`config.mk`:
```
export PLATFORM = sky130hd
export DESIGN_NAME = execute_muldiv
export DESIGN_NICKNAME = d
export VERILOG_FILES = /design/src/rtl/execute_muldiv_pkg.sv /design/src/rtl/execute_muldiv_step.sv /design/src/rtl/execute_muldiv.sv
export SDC_FILE = /design/constraint.sdc
export NUM_CORES = 1
export LEC_CHECK = 0
export BUFFER_PORTS_ARGS = -buffer_cell sky130_fd_sc_hd__buf_2
export CAP_MARGIN = 30
export CORE_UTILIZATION = 55
export CTS_BUF_LIST = sky130_fd_sc_hd__clkbuf_4 sky130_fd_sc_hd__clkbuf_8
export CTS_CLUSTER_DIAMETER = 30
export DETAILED_ROUTE_END_ITERATION = 10
export PLACE_DENSITY_LB_ADDON = 0.1
export SKIP_CTS_REPAIR_TIMING = 1
export SYNTH_ARGS = -nofsm -noshare
export SYNTH_HDL_FRONTEND = slang
export SYNTH_HIERARCHICAL = 1
export SYNTH_SLANG_ARGS = --single-unit
```
`constraint.sdc`:
```
create_clock -name clk -period 6.8 [get_ports clk]
set_input_delay 1.02 -clock clk [delete_from_list [all_inputs] [get_ports clk]]
set_output_delay 1.02 -clock clk [all_outputs]
set_load 0.1 [all_outputs]
```
`src/rtl/execute_muldiv_pkg.sv`:
```
// Shared types for the iterative M-extension multiply/divide unit.
package execute_muldiv_pkg;

  localparam int WIDTH_DEFAULT = 32;

  // funct3 encoding of the M-extension operations
  typedef enum logic [2:0] {
    OP_MUL    = 3'd0,
    OP_MULH   = 3'd1,
    OP_MULHSU = 3'd2,
    OP_MULHU  = 3'd3,
    OP_DIV    = 3'd4,
    OP_DIVU   = 3'd5,
    OP_REM    = 3'd6,
    OP_REMU   = 3'd7
  } muldiv_op_t;

  typedef enum logic [1:0] {
    IDLE = 2'd0,
    CALC = 2'd1,
    DONE = 2'd2
  } state_t;

endpackage

```
`src/rtl/execute_muldiv_step.sv`:
```
// One radix-2 iteration on unsigned magnitudes.
// Multiply: acc = {partial_hi, multiplier}; add operand on lsb, shift right.
// Divide:   acc = {remainder, dividend};   shift left, restoring subtract.
module muldiv_step #(
  parameter int WIDTH = 32
) (
  input  logic               is_div,
  input  logic [2*WIDTH-1:0] acc,
  input  logic [WIDTH-1:0]   operand,
  output logic [2*WIDTH-1:0] acc_next
);

  logic [WIDTH:0] sum;
  logic [WIDTH:0] partial;
  logic [WIDTH:0] diff;

  // Single combinational shift-add / restoring-subtract step
  always_comb begin
    sum     = {1'b0, acc[2*WIDTH-1:WIDTH]} + (acc[0] ? {1'b0, operand} : '0);
    partial = acc[2*WIDTH-1:WIDTH-1];
    diff    = partial - {1'b0, operand};
    if (is_div) begin
      if (!diff[WIDTH]) acc_next = {diff[WIDTH-1:0], acc[WIDTH-2:0], 1'b1};
      else              acc_next = {partial[WIDTH-1:0], acc[WIDTH-2:0], 1'b0};
    end else begin
      // carry out of the add lands in the top bit after the shift
      acc_next = {sum, acc[WIDTH-1:1]};
    end
  end

endmodule

```
`src/rtl/execute_muldiv.sv`:
```
// Iterative multiply/divide unit for the Execute stage: one bit per cycle,
// with an IDLE->DONE shortcut for divide-by-zero and signed overflow.
module execute_muldiv
  import execute_muldiv_pkg::*;
#(
  parameter int WIDTH = WIDTH_DEFAULT
) (
  input  logic             clk,
  input  logic             rst_n,
  input  logic             start_E,
  input  logic [2:0]       op_E,
  input  logic [WIDTH-1:0] srcA_E,
  input  logic [WIDTH-1:0] srcB_E,
  input  logic [4:0]       Rd_E,
  input  logic             flush_E,
  output logic             busy,
  output logic             done,
  output logic [WIDTH-1:0] result,
  output logic [4:0]       Rd_out
);

  localparam int CNT_W = $clog2(WIDTH) + 1;
  localparam logic [WIDTH-1:0] MOST_NEG = {1'b1, {(WIDTH-1){1'b0}}};

  state_t             state, state_next;
  logic [CNT_W-1:0]   cnt;
  muldiv_op_t         op_q;
  logic [4:0]         rd_q;
  logic [2*WIDTH-1:0] acc, acc_next;
  logic [WIDTH-1:0]   operand;
  logic               res_neg, rem_neg;

  logic               accept, fast, last_step;
  logic               a_signed, b_signed, a_neg, b_neg;
  logic [WIDTH-1:0]   a_mag, b_mag, fast_result, final_result;
  logic [2*WIDTH-1:0] prod;
  logic [WIDTH-1:0]   quot, rem;

  assign accept    = (state == IDLE) && start_E && !flush_E;
  assign last_step = (cnt == CNT_W'(WIDTH - 1));
  assign busy      = rst_n && (accept || (state == CALC));
  assign done      = (state == DONE) && !flush_E;

  // Operand decode at accept: signedness, magnitudes, fast-path detection
  always_comb begin
    a_signed = (op_E == OP_MUL) || (op_E == OP_MULH) || (op_E == OP_MULHSU) ||
               (op_E == OP_DIV) || (op_E == OP_REM);
    b_signed = (op_E == OP_MUL) || (op_E == OP_MULH) ||
               (op_E == OP_DIV) || (op_E == OP_REM);
    a_neg    = a_signed && srcA_E[WIDTH-1];
    b_neg    = b_signed && srcB_E[WIDTH-1];
    a_mag    = a_neg ? -srcA_E : srcA_E;
    b_mag    = b_neg ? -srcB_E : srcB_E;
    fast     = op_E[2] && ((srcB_E == '0) ||
               (!op_E[0] && (srcA_E == MOST_NEG) && (srcB_E == '1)));
    if (srcB_E == '0) fast_result = op_E[1] ? srcA_E : '1;
    else              fast_result = op_E[1] ? '0 : MOST_NEG;
  end

  muldiv_step #(.WIDTH(WIDTH)) u_step (
    .is_div   (op_q[2]),
    .acc      (acc),
    .operand  (operand),
    .acc_next (acc_next)
  );

  // Sign fix-up and final selection from the full-width accumulator
  always_comb begin
    prod = res_neg ? -acc_next : acc_next;
    quot = res_neg ? -acc_next[WIDTH-1:0] : acc_next[WIDTH-1:0];
    rem  = rem_neg ? -acc_next[2*WIDTH-1:WIDTH] : acc_next[2*WIDTH-1:WIDTH];
    case (op_q)
      OP_MUL:                     final_result = prod[WIDTH-1:0];
      OP_MULH, OP_MULHSU, OP_MULHU: final_result = prod[2*WIDTH-1:WIDTH];
      OP_DIV, OP_DIVU:            final_result = quot;
      default:                    final_result = rem;
    endcase
  end

  // FSM state register
  always_ff @(posedge clk or negedge rst_n) begin
    if (!rst_n) state <= IDLE;
    else        state <= state_next;
  end

  // FSM next-state logic
  always_comb begin
    // NOTE: default first so every path assigns state_next and no latch is inferred.
    state_next = state;
    case (state)
      IDLE:    if (accept) state_next = fast ? DONE : CALC;
      CALC:    if (flush_E) state_next = IDLE;
               else if (last_step) state_next = DONE;
      default: state_next = IDLE;
    endcase
  end

  // Operand capture, iteration, and registered result/Rd_out
  always_ff @(posedge clk or negedge rst_n) begin
    // NOTE: every datapath register is reset too, so an abandoned op leaves no residue.
    if (!rst_n) begin
      cnt     <= '0;
      op_q    <= OP_MUL;
      rd_q    <= '0;
      acc     <= '0;
      operand <= '0;
      res_neg <= 1'b0;
      rem_neg <= 1'b0;
      result  <= '0;
      Rd_out  <= '0;
    end else begin
      // NOTE: non-blocking so all registers update from the same pre-edge values.
      if (accept) begin
        op_q    <= muldiv_op_t'(op_E);
        rd_q    <= Rd_E;
        cnt     <= '0;
        acc     <= {{WIDTH{1'b0}}, (op_E[2] ? a_mag : b_mag)};
        operand <= op_E[2] ? b_mag : a_mag;
        res_neg <= a_neg ^ b_neg;
        rem_neg <= a_neg;
        if (fast) begin
          result <= fast_result;
          Rd_out <= Rd_E;
        end
      end else if ((state == CALC) && !flush_E) begin
        acc <= acc_next;
        cnt <= cnt + 1'b1;
        if (last_step) begin
          result <= final_result;
          Rd_out <= rd_q;
        end
      end
    end
  end

endmodule

```
# [Yosys cells after proc, flatten, opt, wreduce, memory -nomap -nowiden]
# Index checks and enable logic that the tools add are counted.
[totals] wordCells=97 input_bits=76 reg_bits=151
[op_classes] n_reduce_logical=30 n_addsub=8 bitwise_logic=1 muxes=31 eq_ne=17
[op_table] op="2-to-1 mux 32 bit" count=14
[op_table] op="2-to-1 mux 64 bit" count=5
[op_table] op="negator 32 bit" count=4
[op_table] op="one-hot mux 32 bit (3 select lines)" count=1
[op_table] op="== test 32 bit (second input constant)" count=2
[op_table] op="negator 64 bit" count=1
[op_table] op="adder 32 x 33 -> 33 bit" count=1
[op_table] op="subtractor 33 x 32 -> 33 bit" count=1
[op_table] op="zero test 32 bit" count=1
[op_table] op="2-to-1 mux 5 bit" count=4
[op_table] op="== test 3 bit (second input constant)" count=4
[op_table] op="2-to-1 mux 6 bit" count=2
[op_table] op="logical AND 1 bit" count=10
[op_table] op="== test 3 x 2 -> 1 bit (second input constant)" count=3
[op_table] op="logical OR 1 bit" count=8
[op_table] op="2-to-1 mux 2 bit" count=4
[op_table] op="adder 6 x 1 -> 6 bit (second input constant)" count=1
[op_table] op="== test 3 x 1 -> 1 bit (second input constant)" count=2
[op_table] op="== test 6 x 5 -> 1 bit (second input constant)" count=1
[op_table] op="zero test 3 bit" count=2
[op_table] op="one-hot mux 2 bit (2 select lines)" count=1
[op_table] op="nonzero test 2 bit" count=2
[op_table] op="!= test 3 bit (second input constant)" count=1
[op_table] op="AND reduction 3 bit" count=1
[op_table] op="other kinds (10)" count=11

# [Longest topological paths before layout]
# Gate-level depths: netlist of the first run.
[depth] depth_word=9 mapped_depth=23

# [By module]
# Netlist of the first run, hierarchy kept.
[modules_own_cells] mod="execute_muldiv" area_each_um2=11263.3 seq_area_each_um2=3778.6 n_inst=1 cells_per_inst=1477
[modules_own_cells] mod="muldiv_step" area_each_um2=4580.6 seq_area_each_um2=0.0 n_inst=1 cells_per_inst=664

# [Worst setup path after synthesis of the first run]
# Ideal clock, no wire load.
[synth_path] path_kind="reg-to-reg" from="reg acc[31]" to="reg result[28]" t_arrival_ns=4.788 setup_ns=0.129 path_buffers=1 path_slack_ns=1.883 path_stages_with_launch=21 path_cell_list="dfrtp_1 inv_1 ha_1 fa_1 nand2b_1 a21oi_1 o21ai_1 o21ai_2 a31oi_4 a21oi_4 xor2_4 mux2i_1 mux2i_1 clkbuf_1 or4_1 or4b_2 nor4_2 nor3_1 a311oi_1 o221a_2 o21ai_0"
[synth_via] elab_chain_len=9 elab_cells_between_ends=13 cone_classes="4 x add/sub; 9 x mux"
[synth_rtl] item="start: declaration" line_no="execute_muldiv.sv:29" rtl="logic [2*WIDTH-1:0] acc, acc_next;"
[synth_rtl] item="start signal: assignment" line_no="execute_muldiv.sv:117" rtl="acc <= {{WIDTH{1'b0}}, (op_E[2] ? a_mag : b_mag)};"
[synth_rtl] item="start signal: assignment" line_no="execute_muldiv.sv:126" rtl="acc <= acc_next;"
[synth_rtl] item="subtractor 33 x 32 -> 33 bit *" line_no="execute_muldiv_step.sv:21" rtl="diff = partial - {1'b0, operand};"
[synth_rtl] item="2-to-1 mux 64 bit *" line_no="execute_muldiv_step.sv:23" rtl="if (!diff[WIDTH]) acc_next = {diff[WIDTH-1:0], acc[WIDTH-2:0], 1'b1};"
[synth_rtl] item="2-to-1 mux 64 bit *" line_no="execute_muldiv_step.sv:22" rtl="if (is_div) begin"
[synth_rtl] item="named net acc_next[48]" line_no="execute_muldiv.sv:29"
[synth_rtl] item="negator 64 bit / negator 32 bit (equally long branches)" line_no="execute_muldiv.sv:69, execute_muldiv.sv:71"
[synth_rtl] item="2-to-1 mux 64 bit / 2-to-1 mux 32 bit (equally long branches)" line_no="execute_muldiv.sv:69, execute_muldiv.sv:71"
[synth_rtl] item="one-hot mux 32 bit (3 select lines) *" line_no="execute_muldiv.sv:72" rtl="case (op_q)"
[synth_rtl] item="2-to-1 mux 32 bit *" line_no="execute_muldiv.sv:128" rtl="if (last_step) begin"
[synth_rtl] item="2-to-1 mux 32 bit *" line_no="execute_muldiv.sv:125" rtl="end else if ((state == CALC) && !flush_E) begin"
[synth_rtl] item="2-to-1 mux 32 bit *" line_no="execute_muldiv.sv:113" rtl="if (accept) begin"
[synth_rtl] item="end signal: assignment" line_no="execute_muldiv.sv:122" rtl="result <= fast_result;"
[synth_rtl] item="end signal: assignment" line_no="execute_muldiv.sv:129" rtl="result <= final_result;"
[synth_rtl] item="end: declaration" line_no="execute_muldiv.sv:18" rtl="output logic [WIDTH-1:0] result,"
# The timed path passes the listed nets; every way through them passes the cells marked *. The select of a mux whose other input is x is not followed.
# A chain may end at the register's enable or synchronous reset.

# [Final worst setup path of the first run]
# Ends and elaborated chain as after synthesis.

==> impl_metrics.csv, run 1 <==
group,metric,value,unit
synthesis,synth_nets,2289,
floorplan,initial_utilization,56.4,%
synthesis,mappedNetlistArea,15800,um^2
place,port_buffers,114,
sta,slew_headroom,24.5,%
sta,fin_tns_setup,0,ps
global_route,groute.usage.overall,43.9,%
detailed_routing,wl,64.5,mm
finish,layout_commonest_cell,"nand2_1",
floorplan,boundaryPins,115,
setup_path,critical_path_endpoint_category,"flip-flop",
cts,clkSinkCount,151,
setup_path,worst_ep_arrival_time,6600,ps
flow_run,cap_viol_max_count,0,
finish,post_route_cells_drive_above_1_share,12.5,%
synthesis,synth_register_bits,151,
place,hpwlAfterDp,48.1,mm
power_and_ir_drop,cell_int_power,3.02,mW
detailed_routing,detail_route.drc_violations,0,
synthesis,yosys_warnings,6,
global_route,grt_antenna_before_repair,2,
power_and_ir_drop,sw_frac_of_total,53.6,%
sta,fin_crit_sh,91.4,%
sta,worst_slack,583,ps
sta,timing_max_transition_violations_final,0,
detailed_routing,met3_length,8.15,mm
power_and_ir_drop,pwr-share-comb,66.7,%
global_route,grt_pass1_wl,96.4,mm
finish,num_antenna_cells,0,
power_and_ir_drop,seqPwrFrac,21.1,%
place,gp_congestion,1.06,
sta,finalHoldViolations,0,
global_route,grt-ovfl-total,0,
global_route,grt_max_degree,66,
finish,final_cells,2572,
cts,worstSkewPairLatency,500,ps
cts,clock_tree_root,"clkbuf_8",
detailed_routing,routedWlPerCell,25.1,um
synthesis,synth.avg_cell_area,7.40,um^2
floorplan,num_rows,61,
detailed_routing,drtAntennaViolNets,0,
detailed_routing,avgViaCountPerCell,6.83,
synthesis,synthTopCellsByArea,"dfrtp_1, nand2_1, ha_1",
synthesis,synth-async-reset-ratio,100,%
setup_path,r2r-start,"acc[31]",
power_and_ir_drop,p_leak,7.40,nW
sta,grt_setup_unrepaired,"no",
detailed_routing,drt_iter0_drc,2639,
synthesis,netlist_instances,2141,
sta,timing.final.setup_violations,0,
worst_hold_path,worst_hold_path_type,"in -> async",
setup_path,critical_path.max_fanout,21,
detailed_routing,wl_met2,27.5,mm
floorplan,die_area,29500,um^2
floorplan,die_y,172,um
synthesis,synth-seq-area-share,23.8,%
detailed_routing,route.vias.total,17600,
power_and_ir_drop,cellPowerDensity,379,nW/um^2
sta,max_clock_freq,161,MHz
place,place_worst_setup_slack,714,ps
cts,tritoncts.num_buffers,17,
sta,tightest_slew,1100,ps
cts,max-clock-path-buffers,2,
place,post-place-cells,2539,
power_and_ir_drop,ir_worst_vdd,0.000168,V
synthesis,synth.lib_cells_used.distinct,94,
run_status,outcome,"finished, final reports clean",
finish,num-nets-final,2329,
finish,final_cell_mix,"nand2_1, a21oi_1, dfrtp_1, nor2_1, o21ai_0",
detailed_routing,top_signal_layer_used,"met5",
global_route,via_count_of_the_first_global_routing_pass,16100,
cts,ctsHtreeMaxLevel,4,
setup_path,worstRegToRegCells,19,
setup_path,worst-endpoint-required,7180,ps
cts,cts_tree,"built",
floorplan,floorplan.die.width,172,um
synthesis,synth_largest_area_cell,"dfrtp_1",
synthesis,ys.flop_type,"dfrtp_1",
setup_path,worst_setup_path_start_kind,"flip-flop",
power_and_ir_drop,power.net_switching,3.49,mW
detailed_routing,drt_pre_antenna_iters,6,
sta,period_needed,6220,ps
setup_path,rr_endpoint,"result[28]",
synthesis,netlist.area_leader.share,23.8,%
sta,finalClockSkew,26.2,ps
detailed_routing,detail_route.wirelength.met1,25.5,mm
power_and_ir_drop,power.clock.fraction,12.3,%
cts,cts.clk_slew.worst_paths,110,ps
synthesis,synth_enable_flop_cells,0,
sta,whs,464,ps
finish,area_growth_syn_to_layout,8.29,%
floorplan,core_region_area,28100,um^2
setup_path,critical_path_class,"reg -> reg",
setup_path,ff2ff_setup_slack,580,ps
[through the flow]
stage	total power, mW	utilization (%)	cell area, um^2
global placement	5.48	59.5	16700
detailed placement	5.54	59.5	16700
floorplan	4.35	-	15800
finish	6.51	61.1	17200
global route	6.86	61.1	17200
CTS	6.35	61.1	17200
[area by class of cell]
cell class	instances	area [um^2]
timing repair buffer	162	937
inverter	66	248
clock buffer	22	290
fill	2717	10900
multi-input combinational	1783	11300
sequential	151	3780
clock inverter	10	144
tap	378	473
[worst max path at each step]
stage	from	end	slack, ps
finish	acc[31]	result[28]	580
global route	acc[31]	result[28]	160
CTS	acc[31]	result[28]	690
detailed placement	acc[31]	result[28]	710
global placement	acc[0]	result[28]	890
floorplan	acc[31]	result[28]	1880
[synthesized netlist by cell type (38+ instances only)]
| master | n |
|---|---|
| o31ai_1 | 39 |
| xnor2_1 | 83 |
| a31oi_1 | 51 |
| ha_1 | 70 |
| nand2_1 | 368 |
| dfrtp_1 | 151 |
| a21oi_1 | 172 |
| mux2i_1 | 41 |
| xor2_1 | 90 |
| inv_1 | 65 |
| o21ai_0 | 145 |
| nor2_1 | 151 |
| nor4_1 | 38 |
| clkbuf_1 | 114 |
| nor3_1 | 46 |
| and2_1 | 41 |
[per-layer routing]
layer | vias to the layer above | track usage, %
met1 | 8305 | 56.5
met5 | - | 0
met4 | 4 | 20.6
li1 | 7810 | -
met3 | 222 | 13.3
met2 | 1225 | 66.8
[critical path, stage by stage (launching register included)]
cell	delay, ps
dfrtp_1	370
inv_1	100
ha_1	240
fa_1	400
nand2b_1	200
a21oi_1	190
o21ai_1	160
o21ai_2	320
a31oi_4	160
a21oi_4	240
xor2_4	620
mux2i_1	280
mux2i_1	330
or4_1	700
or4b_2	750
nor4_2	370
nor3_1	80
a311oi_1	290
o221a_2	220
o21ai_0	80
[cells by family (layout without fill, tap and decap cells)]
| logic type | count (synthesis) | count (layout) | share of synthesized area (%) |
|---|---|---|---|
| flops | 151 | 151 | 23.8 |
| buf+inv | 207 | 260 | 5.10 |
| compound gates | 643 | 643 | 26.3 |
| mux | 76 | 76 | 5.08 |
| xor+xnor | 175 | 175 | 9.84 |
| simple gates | 817 | 817 | 24.1 |
| fa+ha+maj | 72 | 72 | 5.78 |
[power by group through the flow]
stage / logic, mW / registers [mW] / clock network [mW]
floorplan: 2.93 / 1.42 / 0
global placement: 4.11 / 1.37 / 0
detailed placement: 4.16 / 1.38 / 0
CTS: 4.19 / 1.36 / 0.801
global route: 4.63 / 1.39 / 0.830
finish: 4.34 / 1.37 / 0.798
[state kept, by name, summed over array words and instances (netlist names)]
signal and flops:
acc 64, operand 32, result 32, cnt 6, Rd_out 5, rd_q 5
op_q 3, state 2, rem_neg 1, res_neg 1
No activity file was read; power rests on OpenSTA's default activity.
==> run 2, diff against run 1 <==
--- a/config.mk
+++ b/config.mk
@@ -11,7 +11,7 @@
 export CTS_BUF_LIST = sky130_fd_sc_hd__clkbuf_4 sky130_fd_sc_hd__clkbuf_8
 export CTS_CLUSTER_DIAMETER = 30
 export DETAILED_ROUTE_END_ITERATION = 10
-export PLACE_DENSITY_LB_ADDON = 0.1
+export PLACE_DENSITY = 0.77
 export SKIP_CTS_REPAIR_TIMING = 1
 export SYNTH_ARGS = -nofsm -noshare
 export SYNTH_HDL_FRONTEND = slang
==> run 2 against run 1 <==
Against the previous run:
- fmax is 1.4% higher
- worst hold slack got worse by 14 ps
- sequential cell count did not move
- critical path depth increased by 2
- combinational power increased by 4%
- via count increased by 1.3%
- utilization grew 0.15 points
- global-route usage rose by 2.5 points
- clock skew fell by 2.6 ps
- routed wire length is 4.3% higher
==> impl_metrics.csv, run 2 (synthesis gave the netlist of run 1 again) <==
group,metric,value,unit
run_status,outcome,"finished, final reports clean",
finish,area_growth_syn_to_layout,8.56,%
power_and_ir_drop,ir_worst_vdd,0.000240,V
worst_hold_path,worst_hold_path_type,"in -> async",
detailed_routing,drt_iter0_drc,2458,
floorplan,boundaryPins,115,
sta,tightest_slew,1110,ps
place,detailed_place.area,16800,um^2
sta,slew_headroom,25.7,%
cts,cts_tree,"built",
setup_path,worst-endpoint-required,7190,ps
setup_path,worst_ep_arrival_time,6520,ps
cts,max-clock-path-buffers,2,
global_route,grt_pass1_wl,100,mm
cts,cts.clk_slew.worst_paths,110,ps
detailed_routing,drtAntennaViolNets,0,
setup_path,cp_slowest_cell,"nand4_1",
cts,worstSkewPairLatency,510,ps
place,port_buffers,114,
finish,register_name_with_the_most_flops,"acc",
setup_path,r2r-start,"acc[31]",
detailed_routing,route.vias.total,17800,
finish,post_route_cells_drive_above_1_share,12.7,%
setup_path,worstRegToRegCells,21,
detailed_routing,routedWlPerCell,26.1,um
setup_path,critPathMaxStageDelay,590,ps
global_route,groute.usage.overall,46.3,%
cts,clkSinkCount,151,
sta,max_clock_freq,163,MHz
floorplan,initial_utilization,56.4,%
floorplan,die_area,29500,um^2
sta,finalClockSkew,23.6,ps
finish,biggest_registers_after_layout,"acc: 64 flops, operand: 32 flops, result: 32 flops",
setup_path,critical_path_endpoint_category,"flip-flop",
cts,ctsHtreeMaxLevel,4,
power_and_ir_drop,p_leak,7.43,nW
setup_path,critical_path_class,"reg -> reg",
setup_path,critical_path.max_fanout,17,
detailed_routing,avgViaCountPerCell,6.90,
finish,fillerInstances,2647,
sta,timing_max_transition_violations_final,0,
flow_run,cap_viol_max_count,0,
sta,fin_crit_sh,90.2,%
setup_path,rr_endpoint,"result[22]",
finish,largest_reg_flops,64,
finish,layout_commonest_cell,"nand2_1",
setup_path,crit_path_end,"result[22]",
finish,final_cell_mix,"nand2_1, a21oi_1, dfrtp_1, nor2_1, o21ai_0",
global_route,via_count_of_the_first_global_routing_pass,16200,
power_and_ir_drop,post-layout-total-power,6.70,mW
global_route,grt_max_degree,71,
sta,grt_setup_unrepaired,"no",
place,hpwlAfterDp,50.8,mm
setup_path,worst_setup_path_startpoint,"acc[31]",
global_route,grt-ovfl-total,0,
floorplan,core_region_area,28100,um^2
detailed_routing,wl,67.3,mm
finish,num-nets-final,2334,
sta,period_needed,6130,ps
floorplan,num_rows,61,
detailed_routing,detail_route.drc_violations,0,
setup_path,worst_setup_path_start_kind,"flip-flop",
place,gp_congestion,1.06,
floorplan,floorplan.die.width,172,um
global_route,grt_antenna_before_repair,5,
power_and_ir_drop,cellPowerDensity,390,nW/um^2
detailed_routing,drt_pre_antenna_iters,6,
cts,tritoncts.num_buffers,17,
cts,clock_tree_root,"clkbuf_8",
setup_path,ff2ff_setup_slack,670,ps
sta,timing.final.setup_violations,0,
sta,fin_tns_setup,0,ps
floorplan,die_y,172,um
setup_path,path_cells,"inv_1, ha_1, fa_1, nand2b_1, a21oi_1, o21ai_1, o21ai_2, a31oi_4, a21oi_4, xor2_4, mux2i_1, mux2_2, inv_1, ha_1, nor3b_1, nand4_1, o41ai_1, xnor2_1, a221oi_1, o22ai_1, a22o_1",
sta,finalHoldViolations,0,
finish,final_design_area_no_fill,17200,um^2
## run 2: changes by cell type in the layout (fill, tap and decap cells not counted), moves of 2 or more
cell        change
inv_6           +3
inv_8           +4
clkinvlp_4      -2
clkbuf_8        -2
buf_4           +5
clkbuf_4        -3
## run 2: stage by stage
step | setup WS, ps | std cells | utilization [%] | hold slack, ps
3_3_place_gp | 1030 | 2544 | 59.6 | 454
5_1_grt | 277 | 2577 | 61.2 | 463
2_1_floorplan | 1880 | 2141 | - | 441
6_report | 669 | 2578 | 61.2 | 451
3_5_place_dp | 890 | 2545 | 59.7 | 463
4_1_cts | 813 | 2577 | 61.2 | 454
## run 2: worst min path at each step
stage | from | slack [ps] | cells past startpoint | end
finish | rst_n | 450 | 1 | result[21]
global route | rst_n | 460 | 1 | result[21]
CTS | rst_n | 450 | 1 | result[21]
detailed placement | rd_q[2] | 460 | 2 | rd_q[2]
global placement | rd_q[1] | 450 | 2 | rd_q[1]
floorplan | rd_q[0] | 440 | 2 | rd_q[0]
## run 2: report_power, final
group | internal, mW | total (mW) | switching, mW
logic | 1.54 | 4.50 | 2.96
clock network | 0.354 | 0.800 | 0.446
registers | 1.10 | 1.40 | 0.302
## run 2: layout make-up
class                           instances  area [um^2]  share of cell area (%)
Antenna cell                            1         2.50                  0.0145
Clock buffer                           18          248                    1.44
Clock inverter                         14          181                    1.05
Inverter                               66          248                    1.44
Multi-Input combinational cell       1783        11300                    65.6
Sequential cell                       151         3780                    22.0
Tap cell                              378          473                    2.75
Timing Repair Buffer                  167          982                    5.71
## run 2: worst max-delay path: cells and delay by family, from the launching register on
kind            cells  cell delay (ps)
compound gates      9             2260
xor+xnor            2              660
fa+ha+maj           3              850
buf+inv             2              190
flops               1              370
mux                 2              570
simple gates        3             1100
## run 2: metal layers
metal	vias to the layer above	part of all wire, %	track usage (%)	routed length, um
li1	7832	-	-	-
met1	8384	39	59.4	26100
met5	-	0.16	2.26	111
met2	1288	43	70.1	28800
met4	6	6.7	25.7	4500
met3	290	12	12.5	7770
==> run 3, diff against run 2 <==
--- a/config.mk
+++ b/config.mk
@@ -5,13 +5,13 @@
 export SDC_FILE = /design/constraint.sdc
 export NUM_CORES = 1
 export LEC_CHECK = 0
-export BUFFER_PORTS_ARGS = -buffer_cell sky130_fd_sc_hd__buf_2
 export CAP_MARGIN = 30
-export CORE_UTILIZATION = 55
+export CORE_UTILIZATION = 45
 export CTS_BUF_LIST = sky130_fd_sc_hd__clkbuf_4 sky130_fd_sc_hd__clkbuf_8
 export CTS_CLUSTER_DIAMETER = 30
 export DETAILED_ROUTE_END_ITERATION = 10
-export PLACE_DENSITY = 0.77
+export DONT_BUFFER_PORTS = 1
+export PLACE_DENSITY = 0.63
 export SKIP_CTS_REPAIR_TIMING = 1
 export SYNTH_ARGS = -nofsm -noshare
 export SYNTH_HDL_FRONTEND = slang
==> run 3 against run 2 <==
Against the previous run:
- final cell count down 0.81%
- global-route usage is 8.9 points lower
- setup slack got worse by 360 ps
- via count fell by 5.0%
- critical path depth is 2 lower
- routed wire length barely moved
- critical endpoint is now result[31]
- highest routed layer is now met4
==> impl_metrics.csv, run 3 (synthesis gave the netlist of run 1 again) <==
group,metric,value,unit
finish,biggest_registers_after_layout,"acc: 64 flops, operand: 32 flops, result: 32 flops",
finish,register_name_with_the_most_flops,"acc",
floorplan,floorplan.die.width,190,um
global_route,groute.usage.overall,37.4,%
sta,fin_tns_setup,0,ps
global_route,grt-ovfl-total,0,
sta,slew_headroom,32.5,%
worst_hold_path,worst_hold_path_type,"in -> async",
setup_path,critical_path_class,"reg -> reg",
detailed_routing,drt_iter0_drc,2232,
setup_path,worst_setup_path_start_kind,"flip-flop",
floorplan,core_region_area,34600,um^2
floorplan,die_y,190,um
finish,post_route_cells_drive_above_1_share,8.71,%
cts,clkSinkCount,151,
place,place_worst_setup_slack,206,ps
floorplan,num_rows,68,
cts,max-clock-path-buffers,2,
power_and_ir_drop,p_leak,7.03,nW
global_route,via_count_of_the_first_global_routing_pass,15500,
sta,whs,176,ps
setup_path,r2r-start,"acc[31]",
sta,worst_slack,311,ps
finish,final_cell_mix,"nand2_1, a21oi_1, dfrtp_1, nor2_1, o21ai_0",
flow_run,cap_viol_max_count,0,
setup_path,worst_ep_arrival_time,6900,ps
cts,tritoncts.num_buffers,17,
sta,fin_crit_sh,95.4,%
place,gp_congestion,1.01,
global_route,grt_pass1_wl,100,mm
place,port_buffers,0,
power_and_ir_drop,post-layout-total-power,6.76,mW
cts,worstSkewPairLatency,520,ps
detailed_routing,route.vias.total,16900,
cts,cts.clk_slew.worst_paths,120,ps
place,hpwlAfterDp,50.8,mm
setup_path,critical_path_endpoint_category,"flip-flop",
setup_path,rr_endpoint,"result[31]",
global_route,grt_max_degree,153,
sta,max_clock_freq,154,MHz
setup_path,worstRegToRegCells,19,
cts,cts_tree,"built",
detailed_routing,avgViaCountPerCell,6.61,
power_and_ir_drop,cellPowerDensity,401,nW/um^2
floorplan,die_area,36000,um^2
global_route,grt_antenna_before_repair,1,
detailed_routing,detail_route.drc_violations,0,
finish,layout.core_utilization,48.7,%
floorplan,initial_utilization,45.8,%
sta,grt_setup_unrepaired,"no",
finish,layout_commonest_cell,"nand2_1",
power_and_ir_drop,ir_worst_vdd,0.000170,V
finish,largest_reg_flops,64,
sta,timing.final.setup_violations,0,
sta,tightest_slew,1010,ps
detailed_routing,drtAntennaViolNets,0,
setup_path,critical_path.max_fanout,24,
setup_path,worst-endpoint-required,7210,ps
detailed_routing,wl,67.3,mm
detailed_routing,routedWlPerCell,26.3,um
finish,num-nets-final,2236,
run_status,outcome,"finished, final reports clean",
finish,fillerInstances,3453,
detailed_routing,drt_pre_antenna_iters,6,
sta,finalHoldViolations,0,
finish,area_growth_syn_to_layout,6.52,%
sta,finalClockSkew,28.6,ps
setup_path,ff2ff_setup_slack,310,ps
sta,timing_max_transition_violations_final,0,
cts,clock_tree_root,"clkbuf_8",
cts,ctsHtreeMaxLevel,4,
floorplan,boundaryPins,115,
sta,period_needed,6490,ps
[run 3: how the worst max path moves through the flow]
stage / from / endpoint / slack [ps] / cells after the start
after floorplan: acc[31] / result[28] / 1880 / 20
after global placement: acc[31] / result[22] / 50 / 22
after detailed placement: acc[31] / result[22] / 210 / 22
after CTS: acc[31] / result[22] / 150 / 22
after global routing: acc[0] / result[30] / 70 / 20
final: acc[31] / result[31] / 310 / 19
[run 3: critical path: stages (launching register included)]
cell and delay, ps:
dfrtp_1 360, inv_1 70, ha_1 230, fa_1 400, nand2b_1 200, a21oi_1 210
o21ai_1 160, o21ai_2 310, a31oi_4 160, a21oi_4 240, xor2_4 660, mux2i_1 190
mux2_2 380, nor3_1 320, nand3_1 540, or2_2 560, or3_1 500, o41a_1 350
o32ai_1 380, a21oi_1 130
[run 3: final cells by class]
class                           instances  area (um^2)  area share, %
Antenna cell                            1         2.50         0.0148
Clock buffer                           18          248           1.47
Clock inverter                         14          158          0.934
Inverter                               66          248           1.47
Multi-Input combinational cell       1783        11300           66.9
Sequential cell                       151         3780           22.4
Tap cell                              455          569           3.37
Timing Repair Buffer                   69          577           3.42
[run 3: layer usage]
| metal | GRT usage (%) | part of all wire, % |
|---|---|---|
| met1 | 50.8 | 41 |
| met5 | 0 | 0 |
| met3 | 9.65 | 11 |
| met4 | 18.2 | 5.2 |
| met2 | 54.9 | 42 |
[run 3: through the flow]
step / instance area (um^2) / cells
2_1_floorplan: 15800 / 2141
3_5_place_dp: 16400 / 2521
5_1_grt: 16900 / 2556
3_3_place_gp: 16400 / 2516
6_report: 16900 / 2557
4_1_cts: 16900 / 2553
[run 3: power by group]
part           switching [mW]  total [mW]  internal (mW)
registers               0.400        1.50           1.10
clock network           0.449       0.766          0.317
logic                    2.90        4.49           1.60
